**src/rtl/mips_pkg.sv**
```systemverilog
// mips_pkg: shared MEM-stage types, write-back select encodings and datapath width default
package mips_pkg;
  localparam int N_DEF = 16;
  typedef enum logic [1:0] {IDLE, MEM_WAIT, IN_WAIT, OUT_WAIT} state_t;
  localparam logic [1:0] WB_ALU = 2'b00;
  localparam logic [1:0] WB_MEM = 2'b01;
  localparam logic [1:0] WB_PC  = 2'b10;
  localparam logic [1:0] WB_IN  = 2'b11;
endpackage

```
**src/rtl/mem_wb_latch.sv**
```systemverilog
// mem_wb_latch: MEM/WB pipeline register that inserts a bubble while the stage is stalled
module mem_wb_latch #(
  parameter int N = 16
)(
  input  logic         clk,
  input  logic         rst,
  input  logic         stall,
  input  logic         reg_write,
  input  logic [2:0]   write_reg,
  input  logic [N-1:0] data,
  output logic         wb_reg_write,
  output logic [2:0]   wb_write_reg,
  output logic [N-1:0] wb_data
);
  // load on advance; on stall only kill the write enable and hold the rest
  always_ff @(posedge clk) begin
    if (rst) begin
      wb_reg_write <= 1'b0;
      wb_write_reg <= '0;
      wb_data      <= '0;
    end else if (stall) begin
      wb_reg_write <= 1'b0;
    end else begin
      wb_reg_write <= reg_write;
      wb_write_reg <= write_reg;
      wb_data      <= data;
    end
  end
endmodule

```
**src/rtl/mem_stage_ctrl.sv**
```systemverilog
// mem_stage_ctrl: MEM-stage FSM for loads/stores/IN/OUT with pipeline stall; MEM_TIMEOUT_EN adds a wait timeout and sticky bus_err
module mem_stage_ctrl
  import mips_pkg::*;
#(
  parameter int N = N_DEF,
  parameter int TIMEOUT_CYC = 255
)(
  input  logic         clk,
  input  logic         rst,
  input  logic         mem_read,
  input  logic         mem_write,
  input  logic         io_in,
  input  logic         io_out,
  input  logic         reg_write,
  input  logic [1:0]   memtoreg,
  input  logic [2:0]   write_reg,
  input  logic [N-1:0] alu_out,
  input  logic [N-1:0] read_data1,
  input  logic [N-1:0] read_data2,
  input  logic [N-1:0] pc_adder_out,
  output logic         stall,
  output logic         bus_req,
  output logic         bus_we,
  output logic [N-1:0] bus_addr,
  output logic [N-1:0] bus_wdata,
  input  logic         bus_ack,
  input  logic [N-1:0] bus_rdata,
  output logic         in_ready,
  input  logic         in_valid,
  input  logic [N-1:0] in_data,
  output logic         out_valid,
  input  logic         out_ready,
  output logic [N-1:0] out_data,
  output logic         wb_reg_write,
  output logic [2:0]   wb_write_reg,
  output logic [N-1:0] wb_data,
  output logic         bus_err
);
  state_t state, state_next;
  logic access, hs, to, done;
  logic [N-1:0] mem_q, in_q, mem_val, in_val, mem_now, in_now, wb_sel;
  assign access = mem_write | mem_read | io_out | io_in;
  assign hs = (state == MEM_WAIT && bus_ack) || (state == OUT_WAIT && out_ready) || (state == IN_WAIT && in_valid);
  assign done = hs | to;
`ifdef MEM_TIMEOUT_EN
  localparam int CW = $clog2(TIMEOUT_CYC + 1);
  logic [CW-1:0] cnt;
  logic err;
  assign to = state != IDLE && cnt == CW'(TIMEOUT_CYC - 1);
  assign bus_err = err;
  // count wait cycles from entry; latch an error when a wait expires unanswered
  always_ff @(posedge clk) begin
    cnt <= (rst || state == IDLE) ? '0 : cnt + CW'(1);
    err <= rst ? 1'b0 : err | (to & ~hs);
  end
`else
  assign to = 1'b0;
  assign bus_err = 1'b0;
`endif
  assign mem_val = to ? '0 : bus_rdata;
  assign in_val = to ? '0 : in_data;
  assign mem_now = state == MEM_WAIT ? mem_val : mem_q;
  assign in_now = state == IN_WAIT ? in_val : in_q;
  // capture load and IN data at completion
  always_ff @(posedge clk) begin
    if (rst) begin
      mem_q <= '0;
      in_q  <= '0;
    end else begin
      if (state == MEM_WAIT && done && !mem_write) mem_q <= mem_val;
      if (state == IN_WAIT && done) in_q <= in_val;
    end
  end
  // state register
  always_ff @(posedge clk) begin
    state <= rst ? IDLE : state_next;
  end
  // next state: one access per instruction, mem_write > mem_read > io_out > io_in
  always_comb begin
    state_next = state == IDLE ? ((mem_write | mem_read) ? MEM_WAIT : io_out ? OUT_WAIT : io_in ? IN_WAIT : IDLE)
               : done ? IDLE : state;
  end
  // stall and handshake outputs, idle values forced to zero
  always_comb begin
    stall     = state == IDLE ? access : ~done;
    bus_req   = state == MEM_WAIT;
    bus_we    = bus_req & mem_write;
    bus_addr  = bus_req ? alu_out : '0;
    bus_wdata = bus_req ? read_data2 : '0;
    out_valid = state == OUT_WAIT;
    out_data  = out_valid ? read_data1 : '0;
    in_ready  = state == IN_WAIT;
  end
  // write-back source select, bypassing the captured data in the completion cycle
  always_comb begin
    wb_sel = memtoreg == WB_MEM ? mem_now : memtoreg == WB_PC ? pc_adder_out : memtoreg == WB_IN ? in_now : alu_out;
  end
  mem_wb_latch #(.N(N)) u_wb (
    .clk          (clk),
    .rst          (rst),
    .stall        (stall),
    .reg_write    (reg_write),
    .write_reg    (write_reg),
    .data         (wb_sel),
    .wb_reg_write (wb_reg_write),
    .wb_write_reg (wb_write_reg),
    .wb_data      (wb_data)
  );
endmodule

```
**config.mk**
```make
export PLATFORM = sky130hd
export DESIGN_NAME = mem_stage_ctrl
export DESIGN_NICKNAME = d
export VERILOG_FILES = /design/src/rtl/mips_pkg.sv /design/src/rtl/mem_wb_latch.sv /design/src/rtl/mem_stage_ctrl.sv
export SDC_FILE = /design/constraint.sdc
export NUM_CORES = 1
export LEC_CHECK = 0
export BUFFER_PORTS_ARGS = -buffer_cell sky130_fd_sc_hd__buf_2
export CAP_MARGIN = 15
export CORE_MARGIN = 2
export CORE_UTILIZATION = 35
export CTS_BUF_LIST = sky130_fd_sc_hd__clkbuf_8 sky130_fd_sc_hd__clkbuf_16
export DETAILED_ROUTE_END_ITERATION = 12
export GPL_ROUTABILITY_DRIVEN = 0
export GPL_TIMING_DRIVEN = 0
export PLACE_DENSITY = 0.66
export SLEW_MARGIN = 40
export SYNTH_ARGS = -nofsm -noshare
export SYNTH_HDL_FRONTEND = slang
export SYNTH_SLANG_ARGS = --single-unit
```
**constraint.sdc**
```tcl
create_clock -name clk -period 2.4 [get_ports clk]
set_input_delay 0.36 -clock clk [delete_from_list [all_inputs] [get_ports clk]]
set_output_delay 0.36 -clock clk [all_outputs]
set_load 0.01 [all_outputs]
```
==> results of run 1 <==
==> what timing repair did <==
item | CTS | global route
setup buffers | 0 | 0
setup endpoints to repair | 24 | 35
pin swaps | 0 | 2
gates resized for setup | 3 | 10
hold buffers | 0 | 0
==> cells in the mapped netlist (all sizes together) <==
| master | n | area (um^2) |
|---|---|---|
| o2bb2ai | 10 | 87.58 |
| a22o | 1 | 8.760 |
| and2 | 36 | 225.2 |
| nor4 | 1 | 6.260 |
| clkbuf | 32 | 120.1 |
| a21oi | 48 | 240.2 |
| nand3b | 10 | 75.07 |
| nand3 | 13 | 65.06 |
| o21ai | 6 | 30.03 |
| nand2 | 93 | 349.1 |
| or3 | 3 | 18.77 |
| nor2b | 4 | 25.02 |
| a31oi | 1 | 6.260 |
| nor2 | 13 | 48.80 |
| o221ai | 10 | 87.58 |
| buf | 12 | 75.07 |
| o211a | 3 | 30.03 |
| nor4bb | 1 | 10.01 |
| mux2 | 10 | 112.6 |
| and3 | 17 | 106.4 |
| a32o | 2 | 20.02 |
| mux2i | 13 | 130.1 |
| nor3 | 4 | 20.02 |
| mux4 | 3 | 67.56 |
| a221o | 1 | 10.01 |
| a22oi | 1 | 12.51 |
| dfxtp | 54 | 1081 |
| nand4bb | 1 | 11.26 |
| inv | 14 | 52.55 |
| a311oi | 2 | 17.52 |
| o31ai | 1 | 7.510 |
| conb | 1 | 3.750 |
| o211ai | 10 | 75.07 |
==> final timing paths <==
| check | startpoint | end | slack, ns | cells past startpoint |
|---|---|---|---|---|
| max reg2reg | state[1]$_SDFFE_PP0P_ | u_wb.wb_data[9]$_SDFFE_PP0N_ | 0.33 | 5 |
| max | state[0]$_SDFFE_PP0P_ | stall | 0.12 | 6 |
| min reg2reg | in_q[14]$_SDFFE_PP0P_ | in_q[14]$_SDFFE_PP0P_ | 0.46 | 2 |
| min | in_data[10] | in_q[10]$_SDFFE_PP0P_ | 0.28 | 3 |
==> routing by layer <==
layer	vias to the layer above	track usage [%]
li1	1859	-
met1	1718	29.03
met2	140	39.34
met3	9	3.134
met4	0	2.950
met5	-	0
==> layout make-up <==
class	instances	area (um^2)	area share (%)
multi-input combinational	319	1911	43.31
sequential	54	1081	24.50
timing repair buffer	181	905.9	20.53
buffer	44	210.2	4.765
tap	111	138.9	3.148
clock buffer	5	68.82	1.560
inverter	14	52.55	1.191
clock inverter	3	43.79	0.9926
==> kinds of logic (layout without fill, tap and decap cells) <==
kind of cell | after synthesis | after routing
other cells | 1 | 1
buf+inv | 58 | 247
compound gates | 96 | 96
flops | 54 | 54
simple gates | 196 | 196
mux | 26 | 26
==> worst min-delay path, cell delays in order <==
cell and delay (ns):
buf_2 0.10, nand2_1 0.05, a21oi_1 0.05
==> stage by stage <==
step                hold WS [ns]  util (%)
floorplan                 0.4322         -
global placement          0.4383     47.01
detailed placement        0.4462     47.01
CTS                       0.2759     48.28
global route              0.2748     48.43
finish                    0.2759     48.43
==> power by group through the flow <==
stage                     Clock, mW  Combinational, mW  Sequential (mW)
final                         0.637              0.649            0.967
after CTS                     0.643              0.643            0.967
after global placement            0              0.629            0.986
after global routing          0.672              0.714            0.973
after floorplan                   0              0.349            0.997
after detailed placement          0              0.639            0.987
==> placed cells by master, fill, tap and decap left out, types with 13 or more instances in the layout <==
| master | n |
|---|---|
| nand3_1 | 13 |
| nand2_1 | 92 |
| clkbuf_1 | 28 |
| buf_2 | 188 |
| and3_1 | 17 |
| a21oi_1 | 48 |
| dfxtp_1 | 54 |
| mux2i_1 | 13 |
| nor2_1 | 13 |
| inv_1 | 13 |
| and2_1 | 36 |
==> out/qor.yml, run 1 <==
run_status:
  status: "finished clean"
grt:
  antenna_found_initial: 0
  track_usage_pct: 22.06
  grt_overflow: 0
  grt_first_pass_wirelength_um: 17530
  grt_max_degree: 18
  grt_pass1_vias: 3543
setup_path:
  worstSetupPathType: "reg2out"
  crit_arrival_ns: 1.92
  cp_top_family: "buffers and inverters"
  critPathCaptureType: "output port"
  slowest_delay_ns: 0.36
  crit_required_ns: 2.04
  cp-start-kind: "flip-flop"
  slowest_stage: "mux2_2"
  crit_fanout: 8
  path_cells: "clkbuf_4, mux2_2, a22oi_2, nand2_2, inv_2, buf_2"
  critPathBufInv: 3
logic_synthesis:
  syn_inst: 431
  synth_adder_area_share_pct: 0
  synth_xor_area_share_pct: 0
  ys_types: 37
  muxShareOfSynthArea_pct: 9.586
  synth_top_family_by_area: "simple AND/OR/NAND/NOR gates"
  netlist_area_um2: 3237
  syn_area_per_cell_um2: 7.510
  syn-num-nets: 542
  yosys.area_share.simple_pct: 29.69
  yosys_warnings: 0
  ys_ff_latch: 54
  yosysSeqAreaShare_pct: 33.40
  synth_compound_area_share_pct: 19.56
floorplan:
  die-area_um2: 10030
  dieHeight_um: 100.2
  core-area_um2: 9109
  die_x_um: 100.2
  initial_core_util_pct: 35.54
  ios: 185
  fp-row-count: 35
clock_tree:
  clkTransAtPathRegs_ns: 0.11
  cts.sinks: 54
  clockBufferDepth: 2
  cts_buffers: 5
  cts_root_buf: "clkbuf_8"
  worstSkewPairLatency_ns: 0.32
  cts_max_level: 2
  tritoncts: "built"
power_and_ir_drop:
  p_sw_share_pct: 31.42
  power.density_nw_per_um2: 510.7
  total_power_mw: 2.253
  p_leak_nw: 2.055
  peakVddDrop_mv: 0.3973
  comb_power_share_pct: 28.8
  p_sw_uw: 707.9
  p_clk_share_pct: 28.3
  p_int_mw: 1.545
  power_frac_seq_pct: 42.9
routing:
  drc: 0
  drt-initial-drc-count: 182
  wl_met2_um: 5665
  num_vias: 3726
  first_pass_iters: 5
  ant_nets: 0
  top_layer_used: "met4"
  routed_wirelength_um: 11400
  wl_met3_um: 775
  wl_met1_um: 4884
  routedWlPerCell_um: 15.59
  via_per_inst: 5.097
placed_design:
  place_inst: 723
  place_ws_ns: 0.2390
  postPlaceCellArea_um2: 4282
  dpl.hpwl_um: 9270
  port-buffer-count: 181
sta:
  final.setup.worst_slack_ns: 0.1153
  slew_headroom_pct: 60.19
  period_share_pct: 95.20
  tns_ns: 0
  rsz0062_at_grt: "false"
  fmax_mhz: 437.7
  tightest_slew_ns: 0.5972
  hold_viol: 0
  clock-skew-final_ns: 0.01690
  maxSlewViolCount: 0
  finalSetupViolations: 0
  fin_crit_ns: 2.285
layout:
  antenna_cells: 0
  nNetsFinal: 730
  final_area_um2: 4412
  nFillCells: 968
  layout.cells.non_filler: 731
  syn_to_final_growth_pct: 36.30
  largest_registers: "in_q x16, mem_q x16, u_wb.wb_data x16"
  drive_gt1_share_pct: 34.68
flow_run:
  maxCapViolations: 0
worst_hold_path:
  min_path_type: "in2reg"
Note: power is estimated with default switching activity, not from simulation.
==> run 2: changes to the inputs <==
Settings changed: BUFFER_PORTS_ARGS -buffer_cell sky130_fd_sc_hd__buf_2 to unset, DONT_BUFFER_PORTS set to 1, PLACE_DENSITY 0.66 to 0.49.
==> run 2 against run 1 <==
Register-to-register slack better by 0.05 ns. Cell count fell by 25%. Via count down 19%. First-iteration DRC count down 28%. Largest power group unchanged.
==> out/qor.yml, run 2 (synthesized netlist as in run 1, its figures left out) <==
floorplan:
  ios: 185
  die_x_um: 100.2
  core-area_um2: 9109
  initial_core_util_pct: 35.54
  fp-row-count: 35
  die-area_um2: 10030
  dieHeight_um: 100.2
clock_tree:
  cts_buffers: 5
  cts_max_level: 2
  clockBufferDepth: 2
  cts_root_buf: "clkbuf_8"
  cts.sinks: 54
  worstSkewPairLatency_ns: 0.32
  clkTransAtPathRegs_ns: 0.11
  tritoncts: "built"
sta:
  rsz0062_at_grt: "false"
  fin_crit_ns: 2.250
  period_share_pct: 93.75
  slew_headroom_pct: 57.89
  clock-skew-final_ns: 0.01194
  hold_viol: 0
  finalSetupViolations: 0
  tns_ns: 0
  tightest_slew_ns: 0.6316
  fmax_mhz: 444.4
  maxSlewViolCount: 0
layout:
  syn_to_final_growth_pct: 7.383
  nNetsFinal: 549
  antenna_cells: 0
  layout.cells.non_filler: 550
  layout_common_cells: "92 x nand2_1, 54 x dfxtp_1, 48 x a21oi_1"
  drive_gt1_share_pct: 7.745
  largest_registers: "in_q x16, mem_q x16, u_wb.wb_data x16"
  final_common_cell: "nand2_1"
power_and_ir_drop:
  p_sw_uw: 665.0
  p_leak_nw: 1.233
  p_int_mw: 1.319
  comb_power_share_pct: 22.9
  peakVddDrop_mv: 0.2588
  p_clk_share_pct: 27.3
  power.density_nw_per_um2: 570.7
  p_sw_share_pct: 33.53
  power_frac_seq_pct: 49.8
setup_path:
  worstSetupPathType: "reg2out"
  critPathCaptureType: "output port"
  crit_required_ns: 2.04
  crit_arrival_ns: 1.89
  crit_fanout: 10
  cp-start-kind: "flip-flop"
flow_run:
  maxCapViolations: 0
placed_design:
  port-buffer-count: 0
  place_inst: 542
  dpl.hpwl_um: 8764
routing:
  first_pass_iters: 4
  ant_nets: 0
  routed_wirelength_um: 11160
  num_vias: 3021
  routedWlPerCell_um: 20.28
  drt-initial-drc-count: 131
  drc: 0
  via_per_inst: 5.493
worst_hold_path:
  min_path_type: "in2reg"
grt:
  grt_overflow: 0
  antenna_found_initial: 0
  track_usage_pct: 21.75
  grt_pass1_vias: 2883
  grt_first_pass_wirelength_um: 16550
  grt_max_degree: 18
run_status:
  status: "finished clean"
[run 2: cell type report]
type / instances / area, um^2
clock buffers: 5 / 68.82
flip-flops and latches: 54 / 1081
clock inverters: 3 / 21.27
fillers: 992 / 5633
well taps: 111 / 138.9
inverters: 14 / 52.55
plain buffers: 44 / 202.7
multi-input cells: 319 / 1911
[run 2: metal layers]
layer | wire length (um) | GRT usage (%)
met1 | 4919 | 29.79
met2 | 4906 | 32.47
met3 | 1048 | 7.382
met5 | 0 | 0
met4 | 281 | 6.428
[run 2: worst paths after layout]
check	startpoint	to	slack, ns	cells after the start
max	state[0]$_SDFFE_PP0P_	bus_addr[1]	0.15	6
min	in_data[5]	in_q[5]$_SDFFE_PP0P_	0.16	2
max reg2reg	state[1]$_SDFFE_PP0P_	u_wb.wb_data[6]$_SDFFE_PP0N_	0.38	5
min reg2reg	mem_q[14]$_SDFFE_PP0P_	mem_q[14]$_SDFFE_PP0P_	0.46	2
[run 2: power groups by stage]
stage | Clock [mW] | Sequential, mW | Combinational, mW
2_1_floorplan | 0 | 0.997 | 0.349
3_3_place_gp | 0 | 1.01 | 0.447
3_5_place_dp | 0 | 1.01 | 0.451
4_1_cts | 0.554 | 0.989 | 0.454
5_1_grt | 0.587 | 0.994 | 0.506
6_report | 0.542 | 0.988 | 0.454
[run 2: timing repair]
| action | 4_1_cts | 5_1_grt |
|---|---|---|
| buffers inserted | 0 | 0 |
| endpoints found under the setup margin | 14 | 24 |
| gates resized for setup | 2 | 7 |
| hold buffers | 0 | 0 |
| pin swaps | 0 | 1 |
[run 2: per-stage QoR]
| stage | hold WS [ns] | setup WS (ns) | power, mW | util [%] | instance area [um^2] |
|---|---|---|---|---|---|
| final | 0.1583 | 0.1499 | 1.983 | 38.16 | 3476 |
| after global routing | 0.1538 | 0.005954 | 2.086 | 38.16 | 3476 |
| after CTS | 0.1552 | 0.03811 | 1.997 | 38.08 | 3468 |
| after detailed placement | 0.4454 | 0.2201 | 1.461 | 37.06 | 3376 |
| after global placement | 0.4379 | 0.2137 | 1.455 | 37.06 | 3376 |
| after floorplan | 0.4322 | 0.5756 | 1.346 | - | 3237 |
[run 2: worst max-delay path, cell delays in order (launching register included)]
cell      delay [ns]
dfxtp_1         0.31
buf_2           0.17
nor2b_1         0.17
buf_6           0.15
buf_2           0.23
clkbuf_2        0.31
and2_1          0.23
==> run 3: changes to the inputs <==
Settings changed: CAP_MARGIN 15 to 20, PLACE_DENSITY 0.49 to unset, PLACE_DENSITY_LB_ADDON set to 0.15.
==> run 3 against run 2 <==
Die area did not move. Wire length shrank 0.99%. Worst hold slack improved by 0.011 ns. Fmax increased by 0.48%. Count of clock-buffer cells in the layout unchanged. Register-to-register slack got worse by 0.03 ns. Worst setup slack better by 0.011 ns. Total power is 3.9% higher. Core utilization increased by 0.36 points. Sequential power about the same. Combinational power is 0.9% higher. Critical path type unchanged. Highest routed layer unchanged.
==> out/qor.yml, run 3 (synthesized netlist as in run 1, its figures left out) <==
power_and_ir_drop:
  p_sw_share_pct: 30.96
  p_int_mw: 1.423
  p_clk_share_pct: 29.8
  p_sw_uw: 638.1
  p_leak_nw: 1.253
  comb_power_share_pct: 22.2
  power_frac_seq_pct: 47.9
  power.density_nw_per_um2: 587.4
  peakVddDrop_mv: 0.2539
setup_path:
  crit_fanout: 10
  crit_arrival_ns: 1.88
  worstSetupPathType: "reg2out"
  slowest_stage: "dfxtp_1"
  crit_required_ns: 2.04
  path_cells: "buf_2, nor2b_1, buf_6, buf_2, clkbuf_2, and2_1"
  crit_top_cell: "buf_2"
  cp-start-kind: "flip-flop"
  critPathCaptureType: "output port"
  critPathBufInv: 4
  slowest_delay_ns: 0.31
  cp_top_family: "buffers and inverters"
routing:
  via_per_inst: 5.452
  routedWlPerCell_um: 19.97
  ant_nets: 0
  drc: 0
  routed_wirelength_um: 11050
  drt-initial-drc-count: 151
  first_pass_iters: 4
  num_vias: 3015
clock_tree:
  cts_max_level: 2
  cts_hold_buf: 0
  cts.sinks: 54
  clockBufferDepth: 2
  tritoncts: "built"
  cts_root_buf: "clkbuf_8"
  worstSkewPairLatency_ns: 0.31
  clkTransAtPathRegs_ns: 0.10
  cts_buffers: 5
floorplan:
  ios: 185
  die-area_um2: 10030
  initial_core_util_pct: 35.54
  core-area_um2: 9109
  die_x_um: 100.2
  dieHeight_um: 100.2
  fp-row-count: 35
layout:
  layout_common_cells: "93 x nand2_1, 54 x dfxtp_1, 48 x a21oi_1"
  drive_gt1_share_pct: 7.710
  syn_to_final_growth_pct: 8.388
  final_common_cell: "nand2_1"
  largest_registers: "in_q x16, mem_q x16, u_wb.wb_data x16"
  nNetsFinal: 551
grt:
  antenna_found_initial: 1
  grt_first_pass_wirelength_um: 16260
  grt_pass1_vias: 2823
  grt_overflow: 0
  grt_max_degree: 17
  track_usage_pct: 21.11
sta:
  clock-skew-final_ns: 0.01219
  period_share_pct: 93.30
  maxSlewViolCount: 0
  fin_crit_ns: 2.239
  hold_viol: 0
  fmax_mhz: 446.6
  finalSetupViolations: 0
  tns_ns: 0
  tightest_slew_ns: 0.6487
  slew_headroom_pct: 56.75
  hold_slack_ns: 0.1688
  rsz0062_at_grt: "false"
flow_run:
  maxCapViolations: 0
placed_design:
  port-buffer-count: 0
  dpl.hpwl_um: 8736
run_status:
  status: "finished clean"
worst_hold_path:
  min_path_type: "in2reg"
-- run 3: what timing repair did --
item	CTS	global route
buffers inserted	0	2
setup endpoints to repair	14	20
pin swaps	0	1
gates resized for setup	2	4
-- run 3: area by class of cell --
class | count | area (um^2)
Fill cell | 1001 | 5600
Multi-Input combinational cell | 319 | 1908
Sequential cell | 54 | 1081
Buffer | 44 | 200.2
Tap cell | 111 | 138.9
Clock buffer | 5 | 68.82
Inverter | 14 | 52.55
Clock inverter | 3 | 41.29
Timing Repair Buffer | 2 | 15.01
Antenna cell | 1 | 2.502
-- run 3: power groups by stage --
stage	sequential (mW)	clock, mW	combinational [mW]
global route	0.994	0.672	0.505
CTS	0.989	0.638	0.455
floorplan	0.997	0	0.349
finish	0.988	0.614	0.458
detailed placement	1.01	0	0.452
global placement	1.01	0	0.447
-- run 3: path summary, 6_finish.rpt --
path,start,endpoint,slack [ns],cells after the start
setup / recovery,state[0]$_SDFFE_PP0P_,bus_we,0.16,6
setup reg to reg,state[1]$_SDFFE_PP0P_,u_wb.wb_data[7]$_SDFFE_PP0N_,0.35,5
hold reg to reg,in_q[14]$_SDFFE_PP0P_,in_q[14]$_SDFFE_PP0P_,0.46,2
hold / removal,in_data[11],in_q[11]$_SDFFE_PP0P_,0.17,2
-- run 3: per-layer routing --
metal  global-route usage [%]  routed length, um  vias to the layer above
li1                         -                  -                     1498
met1                    28.20               4744                     1403
met2                    33.56               5135                      107
met3                    7.242               1065                        7
met4                    3.688                100                        0
met5                        0                  0                        -
-- run 3: through the flow --
step                      area (um^2)  total power [mW]  util, %  setup slack (ns)  instances
after floorplan                  3237             1.346        -            0.5756        431
after global placement           3376             1.456    37.06            0.2764        542
after detailed placement         3376             1.462    37.06            0.2514        542
after CTS                        3488             2.082    38.30         0.0004055        550
after global routing             3506             2.171    38.49           0.04708        552
final                            3508             2.061    38.52            0.1607        553
